## src/rtl/stage1.sv

```systemverilog
// Decode/issue stage: holds one instruction, stalls on RAW hazards against stage2, flushes on mispredict.
// Latency: one register stage, zero bubbles when streaming; backpressure: rdy = !flush && (empty || handing off).
// Optional AXIS_CPU_STAGE1_STALL_CNT_EN adds a saturating hazard-cycle counter output stall_cnt.
module stage1 #(
    parameter int CODE_ADDR_WIDTH = 10
) (
    input  logic        clk,
    input  logic        rst_n,
    input  logic [7:0]  instr_in,
    input  logic        prev_vld,
    output logic        rdy,
    output logic [7:0]  instr_out,
    output logic        vld,
    input  logic        next_rdy,
    input  logic        branch_mispredict,
    input  logic        stage2_writes_A,
    input  logic        stage2_writes_X,
    input  logic        PC_en,
    output logic [5:0]  icount,
    output logic [3:0]  regfile_rd_addr,
    output logic        B_sel,
    output logic        ALU_en
`ifdef AXIS_CPU_STAGE1_STALL_CNT_EN
    ,
    output logic [15:0] stall_cnt
`endif
);

    // Opcode layout: class in [2:0], B source in [4], JMP sub-op in [7:5] (0 = JA), MISC [7]: 0 = TAX, 1 = TXA.
    localparam logic [2:0] CLS_ST   = 3'd2;
    localparam logic [2:0] CLS_STX  = 3'd3;
    localparam logic [2:0] CLS_ALU  = 3'd4;
    localparam logic [2:0] CLS_JMP  = 3'd5;
    localparam logic [2:0] CLS_MISC = 3'd7;

    // icount can never meaningfully exceed the code address span.
    localparam int         ICNT_MAX_I = (CODE_ADDR_WIDTH >= 6) ? 63 : (2 ** CODE_ADDR_WIDTH) - 1;
    localparam logic [5:0] ICNT_MAX   = ICNT_MAX_I[5:0];

    logic       r_vld;
    logic [7:0] r_instr;
    logic [5:0] r_icount;

    logic       w_is_alu;
    logic       w_is_jcond;
    logic       w_reads_a;
    logic       w_reads_x;
    logic       w_hazard;
    logic       w_vld;
    logic       w_handoff;
    logic       w_rdy;
    logic       w_accept;

    always_comb begin
        w_is_alu   = 1'b0;
        w_is_jcond = 1'b0;
        w_reads_a  = 1'b0;
        w_reads_x  = 1'b0;

        w_is_alu   = (r_instr[2:0] == CLS_ALU);
        w_is_jcond = (r_instr[2:0] == CLS_JMP) && (r_instr[7:5] != 3'd0);

        w_reads_a  = (r_instr[2:0] == CLS_ST) || w_is_alu || w_is_jcond ||
                     ((r_instr[2:0] == CLS_MISC) && !r_instr[7]);
        w_reads_x  = (r_instr[2:0] == CLS_STX) ||
                     ((r_instr[2:0] == CLS_MISC) && r_instr[7]) ||
                     ((w_is_alu || w_is_jcond) && r_instr[4]);
    end

    assign w_hazard  = r_vld && ((w_reads_a && stage2_writes_A) || (w_reads_x && stage2_writes_X));
    // rst_n gating keeps a held instruction from leaking out while reset is asserted.
    assign w_vld     = rst_n && r_vld && !w_hazard && !branch_mispredict;
    assign w_handoff = w_vld && next_rdy;
    assign w_rdy     = rst_n && !branch_mispredict && (!r_vld || w_handoff);
    assign w_accept  = prev_vld && w_rdy;

    always_ff @(posedge clk) begin
        if (!rst_n) begin
            r_vld    <= 1'b0;
            r_instr  <= 8'h00;
            r_icount <= 6'd0;
        end else begin
            if (branch_mispredict) begin
                r_vld <= 1'b0;
            end else if (w_accept) begin
                r_vld   <= 1'b1;
                r_instr <= instr_in;
            end else if (w_handoff) begin
                r_vld <= 1'b0;
            end

            if (w_accept) begin
                r_icount <= 6'd0;
            end else if (r_vld && PC_en && (r_icount != ICNT_MAX)) begin
                r_icount <= r_icount + 6'd1;
            end
        end
    end

`ifdef AXIS_CPU_STAGE1_STALL_CNT_EN
    logic [15:0] r_stall_cnt;

    always_ff @(posedge clk) begin
        if (!rst_n) begin
            r_stall_cnt <= 16'h0000;
        end else if (w_hazard && (r_stall_cnt != 16'hFFFF)) begin
            r_stall_cnt <= r_stall_cnt + 16'h0001;
        end
    end

    assign stall_cnt = r_stall_cnt;
`endif

    assign rdy             = w_rdy;
    assign vld             = w_vld;
    assign instr_out       = r_instr;
    assign icount          = r_icount;
    assign regfile_rd_addr = r_instr[3:0];
    assign B_sel           = r_instr[4];
    assign ALU_en          = w_handoff && (w_is_alu || w_is_jcond);

endmodule

```

## config.mk

```make
export PLATFORM = sky130hd
export DESIGN_NAME = stage1
export DESIGN_NICKNAME = d
export VERILOG_FILES = /design/src/rtl/stage1.sv
export SDC_FILE = /design/constraint.sdc
export NUM_CORES = 1
export LEC_CHECK = 0
export CAP_MARGIN = 25
export CORE_ASPECT_RATIO = 0.7
export CORE_UTILIZATION = 37
export CTS_BUF_LIST = sky130_fd_sc_hd__clkbuf_16
export DETAILED_ROUTE_END_ITERATION = 10
export HOLD_SLACK_MARGIN = 0.08
export PLACE_DENSITY = 0.71
export SLEW_MARGIN = 25
export SYNTH_ARGS = -nofsm -noshare
export SYNTH_HDL_FRONTEND = slang
export SYNTH_SLANG_ARGS = --single-unit
export TNS_END_PERCENT = 100
```

## constraint.sdc

```tcl
create_clock -name clk -period 4.5 [get_ports clk]
set_input_delay 1.125 -clock clk [delete_from_list [all_inputs] [get_ports clk]]
set_output_delay 1.125 -clock clk [all_outputs]
set_load 0.01 [all_outputs]
```

# --- Word level (Yosys, flattened, before mapping) ---
# Index checks and enable logic that the tools add are counted.
classes:
  mux: 2
  n_addsub: 1
  eq_ne: 6
  n_bitwise: 2
  n_reduce_logical: 34
op_table:
  columns: ["cell", "n"]
  rows:
  - ["logical AND 1 bit", 17]
  - ["equality test 3 bit, second input constant", 3]
  - ["logical OR 1 bit", 8]
  - ["adder 6 x 1 -> 6 bit, second input constant", 1]
  - ["equality test 3 x 2 -> 1 bit, second input constant", 2]
  - ["!= test 6 bit, second input constant", 1]
  - ["logical NOT 1 bit", 4]
  - ["OR reduction 2 bit", 2]
  - ["nonzero test 3 bit", 1]
  - ["two-way mux 1 bit", 2]
  - ["NOT 1 bit", 2]
  - ["AND reduction 2 bit", 1]
  - ["nonzero test 2 bit", 1]
totals:
  register_bits: 15
  out_inout_bits: 22
  input_bits: 16
  wordCells: 48

# --- Depth between registers and ports, before layout ---
depth:
  depth_word: 16
  ltp_mapped: 6
  ltp_nobuf: 6

# --- Least setup slack after synthesis ---
# No wires, ideal clock.
synth_path:
  path_type: "input port to output port"
  start: "input stage2_writes_X"
  end: "output ALU_en"
  arrival_ns: 2.081
  setup_slack_ns: 1.294
  required_time_ns: 3.375
  path_buffers: 0
  cell_stages: 5
  path_cell_list: "nand3_1 a21oi_1 a311oi_4 and3_1 and3_1"
synth_between:
  elab_chain_cells: 8
synth_rtl:
  columns: ["item", "line_no", "text"]
  rows:
  - ["from (decl)", "17", "input logic stage2_writes_X,"]
  - ["logical AND 1 bit", "70", "assign w_hazard = r_vld && ((w_reads_a && stage2_writes_A) || (w_reads_x && stage2_writes_X));"]
  - ["logical OR 1 bit", "70", null]
  - ["logical AND 1 bit", "70", null]
  - ["logical NOT 1 bit", "72", "assign w_vld = rst_n && r_vld && !w_hazard && !branch_mispredict;"]
  - ["logical AND 1 bit (2 in series)", "72", null]
  - ["net vld", "13", "output logic vld,"]
  - ["logical AND 1 bit", "73", "assign w_handoff = w_vld && next_rdy;"]
  - ["logical AND 1 bit", "120", "assign ALU_en = w_handoff && (w_is_alu || w_is_jcond);"]
  - ["to (decl)", "22", "output logic ALU_en"]
# The timed path passes the listed nets, and every way through them passes these cells.

# --- Worst setup path after layout ---
layout_path:
  start: "input stage2_writes_X"
  end: "output ALU_en"
layout_between:
  elab_chain_cells: 8
layout_rtl:
  columns: ["item", "line_no"]
  rows:
  - ["logical AND 1 bit", "70"]
  - ["logical OR 1 bit", "70"]
  - ["logical AND 1 bit", "70"]
  - ["logical NOT 1 bit", "72"]
  - ["logical AND 1 bit (2 in series)", "72"]
  - ["logical AND 1 bit", "73"]
  - ["logical AND 1 bit", "120"]
# Every way passes these cells.

==> run_results.csv <==
group,metric,value,unit
status,violations,"DRC",
setup_path,start_kind,"input pin",
clocking,cts_tree,"yes",
synth,yosys-top-cells-count,"dfxtp_1, nand2_1, inv_1, mux2i_1, nor2_1",
setup_path,r2r_start,"instr_out[0]$_SDFFE_PN0P_",
setup_path,cp_top_family,"buffers and inverters",
synth,synth-edff-count,0,
setup_path,rrSetupSlack,2.52,ns
clocking,htreeDepth,1,
sta,timing_hold_violations_final,0,
drt,antenna_left,0,
clocking,clkSinkCount,15,
setup_path,reg2reg_to,"instr_out[0]$_SDFFE_PN0P_",
place,dpl_cell_area,0.00115,mm²
clocking,post_cts_buffers,0,
power_and_ir_drop,power_density,314,mW/mm²
final_layout,area_growth,56.5,%
drt,route.detailed.drc,2,
final_layout,drive_gt1_frac,0.0806,
synth,synth.net_count,105,
grt,grt_usage,0.158,
power_and_ir_drop,ir_drop,0.000178,V
synth,ys_seq_area_frac,0.382,
synth,synth_top_area_share,0.382,
floorplan,die_height,40.6,µm
final_layout,design_area,0.00123,mm²
drt,viasPerCell,4.79,
sta,max_slew_margin,0.591,
floorplan,initial_core_util,0.409,
hold_path,hp-start,"instr_out[6]$_SDFFE_PN0P_",
status,status,"complete, but fails checks",
final_layout,fin_nets,142,
synth,ys_types,28,
sta,setup_tns,0,ns
sta,setup_violations,0,
floorplan,die_area,0.00231,mm²
synth,syn_area_per_cell,8.93,µm²
floorplan,ios,38,
synth,synth_top_flop_cell,"dfxtp_1",
setup_path,worstRegToRegCells,6,
synth,async_reset_ff_frac,0,
final_layout,n_fill_cell,166,
final_layout,n_antenna_cell,0,
clocking,cts_root_buffer,"clkbuf_16",
sta,grt_setup_unrepaired,"no",
sta,slew_violations,0,
grt,grt_pass1_wl,2600,µm
setup_path,slowest_stage,"clkdlybuf4s50_1",
place,pre_cts_ws,0.324,ns
clocking,clockBufferDepth,2,
sta,min_period,4.17,ns
floorplan,fp.dieW,57.1,µm
sta,finalCritPeriodShare,0.927,
sta,setup_ws,0.330,ns
grt,first_global_vias,582,
place,dpl.hpwl,1410,µm
hold_path,hold_end,"instr_out[6]$_SDFFE_PN0P_",
synth,synth-seq-cells,15,
hold_path,hold_depth,2,
setup_path,crit_fanout,4,
synth,synth_top_area_cell,"dfxtp_1",
floorplan,num_rows,13,
hold_path,min_path_type,"flip-flop to flip-flop",
drt,finalWirelength,1780,µm
grt,grt.overflow.total,0,
setup_path,cp_num_buf_inv,2,
clocking,postCtsResizedCells,0,
synth,ys_warn_count,0,
setup_path,crit_required,3.38,ns
sta,fmax,240,MHz
sta,tightest_slew,0.610,ns
drt,wl_per_cell,12.2,µm
place,place_congestion,0.711,
grt,grt_max_degree,10,
floorplan,core-area,0.00192,mm²
sta,clock_skew,0.00178,ns
setup_path,setup.worst_path.end_class,"output pin",
setup_path,slowest_delay,0.52,ns
drt,drt-pass1-iter-count,7,
clocking,cts_hold_buf,0,
clocking,clk_pin_slew,0.05,ns
setup_path,critPathArrivalTime,3.05,ns
setup_path,critical_path.cell_chain,"clkdlybuf4s50_1, nand3_1, a21oi_1, a311oi_4, and3_1, and3_1, clkdlybuf4s50_1",
setup_path,crit_type,"input pin to output pin",
synth,netlist_area,786,µm²
power_and_ir_drop,power.leakage,0.545,nW
place,io_buffer_count,37,
drt,drtIter0Drc,6,
synth,synth.most_common_cell,"dfxtp_1",
run,cap_viol_max_count,0,
grt,antenna_found_initial,0,
drt,via_count,700,
clocking,numCtsBuffers,3,
synth,netlist_top_cells_area,"dfxtp_1, mux2i_1, nand2_1, buf_4, xor2_1",
clocking,clock_latency,0.24,ns
synth,synth_cells,88,
registers in the layout, indices dropped and copies added (netlist names):
signal,count
r_vld,1
icount,6
instr_out,8
per-stage QoR:
stage	power (mW)	hold WS (ns)	util	cells
6_report	0.387	0.478	0.641	146
5_1_grt	0.402	0.500	0.641	146
4_1_cts	0.389	0.482	0.641	146
3_5_place_dp	0.217	0.475	0.599	142
3_3_place_gp	0.215	0.461	0.599	142
2_1_floorplan	0.182	0.490	-	88
routing by layer:
| layer | global-route usage | wire length [µm] | share of wire |
|---|---|---|---|
| met3 | 0.0452 | 76 | 0.043 |
| met4 | 0.0732 | 17 | 0.0095 |
| met5 | 0 | 0 | 0 |
| met2 | 0.244 | 787 | 0.44 |
| met1 | 0.207 | 901 | 0.51 |
area by class of cell:
class / instances / area, µm² / share of cell area
clock buffer: 3 / 75.1 / 0.0610
sequential: 15 / 300 / 0.244
tap: 22 / 27.5 / 0.0224
clock inverter: 1 / 5.00 / 0.00407
timing repair buffer: 38 / 378 / 0.307
multi-input combinational: 58 / 410 / 0.334
inverter: 9 / 33.8 / 0.0275
where the power goes:
| group | internal [mW] | switching, mW | total, mW |
|---|---|---|---|
| Combinational | 0.0409 | 0.0260 | 0.0669 |
| Sequential | 0.140 | 0.00738 | 0.147 |
| Clock | 0.119 | 0.0541 | 0.173 |
| Total | 0.299 | 0.0875 | 0.387 |
worst register-to-register path: stages (launching register included):
cell      delay, ns
dfxtp_1        0.41
nand2b_1       0.12
or3_1          0.37
and3b_4        0.23
a311oi_4       0.39
a21oi_4        0.19
mux2i_1        0.16
worst max-delay path by stage:
stage / endpoint / cells after the start / startpoint
floorplan: ALU_en / 5 / stage2_writes_X
global placement: ALU_en / 7 / stage2_writes_X
detailed placement: ALU_en / 7 / stage2_writes_X
CTS: ALU_en / 7 / stage2_writes_X
global route: ALU_en / 7 / stage2_writes_X
finish: ALU_en / 7 / stage2_writes_X
cell families (layout without fill, tap and decap cells):
group | Yosys count | in the layout | share of synthesized area
AND/OR/NAND/NOR | 33 | 33 | 0.207
flip-flops | 15 | 15 | 0.382
buffers and inverters | 15 | 51 | 0.0955
AO/OA/AOI/OAI | 10 | 10 | 0.129
multiplexers | 9 | 9 | 0.115
XOR/XNOR | 5 | 5 | 0.0557
adder cells (fa/ha/maj) | 1 | 1 | 0.0159
cells in the final DEF (no fill, tap or decap), types with 2 or more instances in the layout:
master	n
clkdlybuf4s50_1	37
clkbuf_16	3
inv_1	9
dfxtp_1	15
nor2b_1	2
nand2_1	13
and3_1	5
mux2i_1	9
xor2_1	4
nor2_1	7
(Power assumes the default switching activity.)
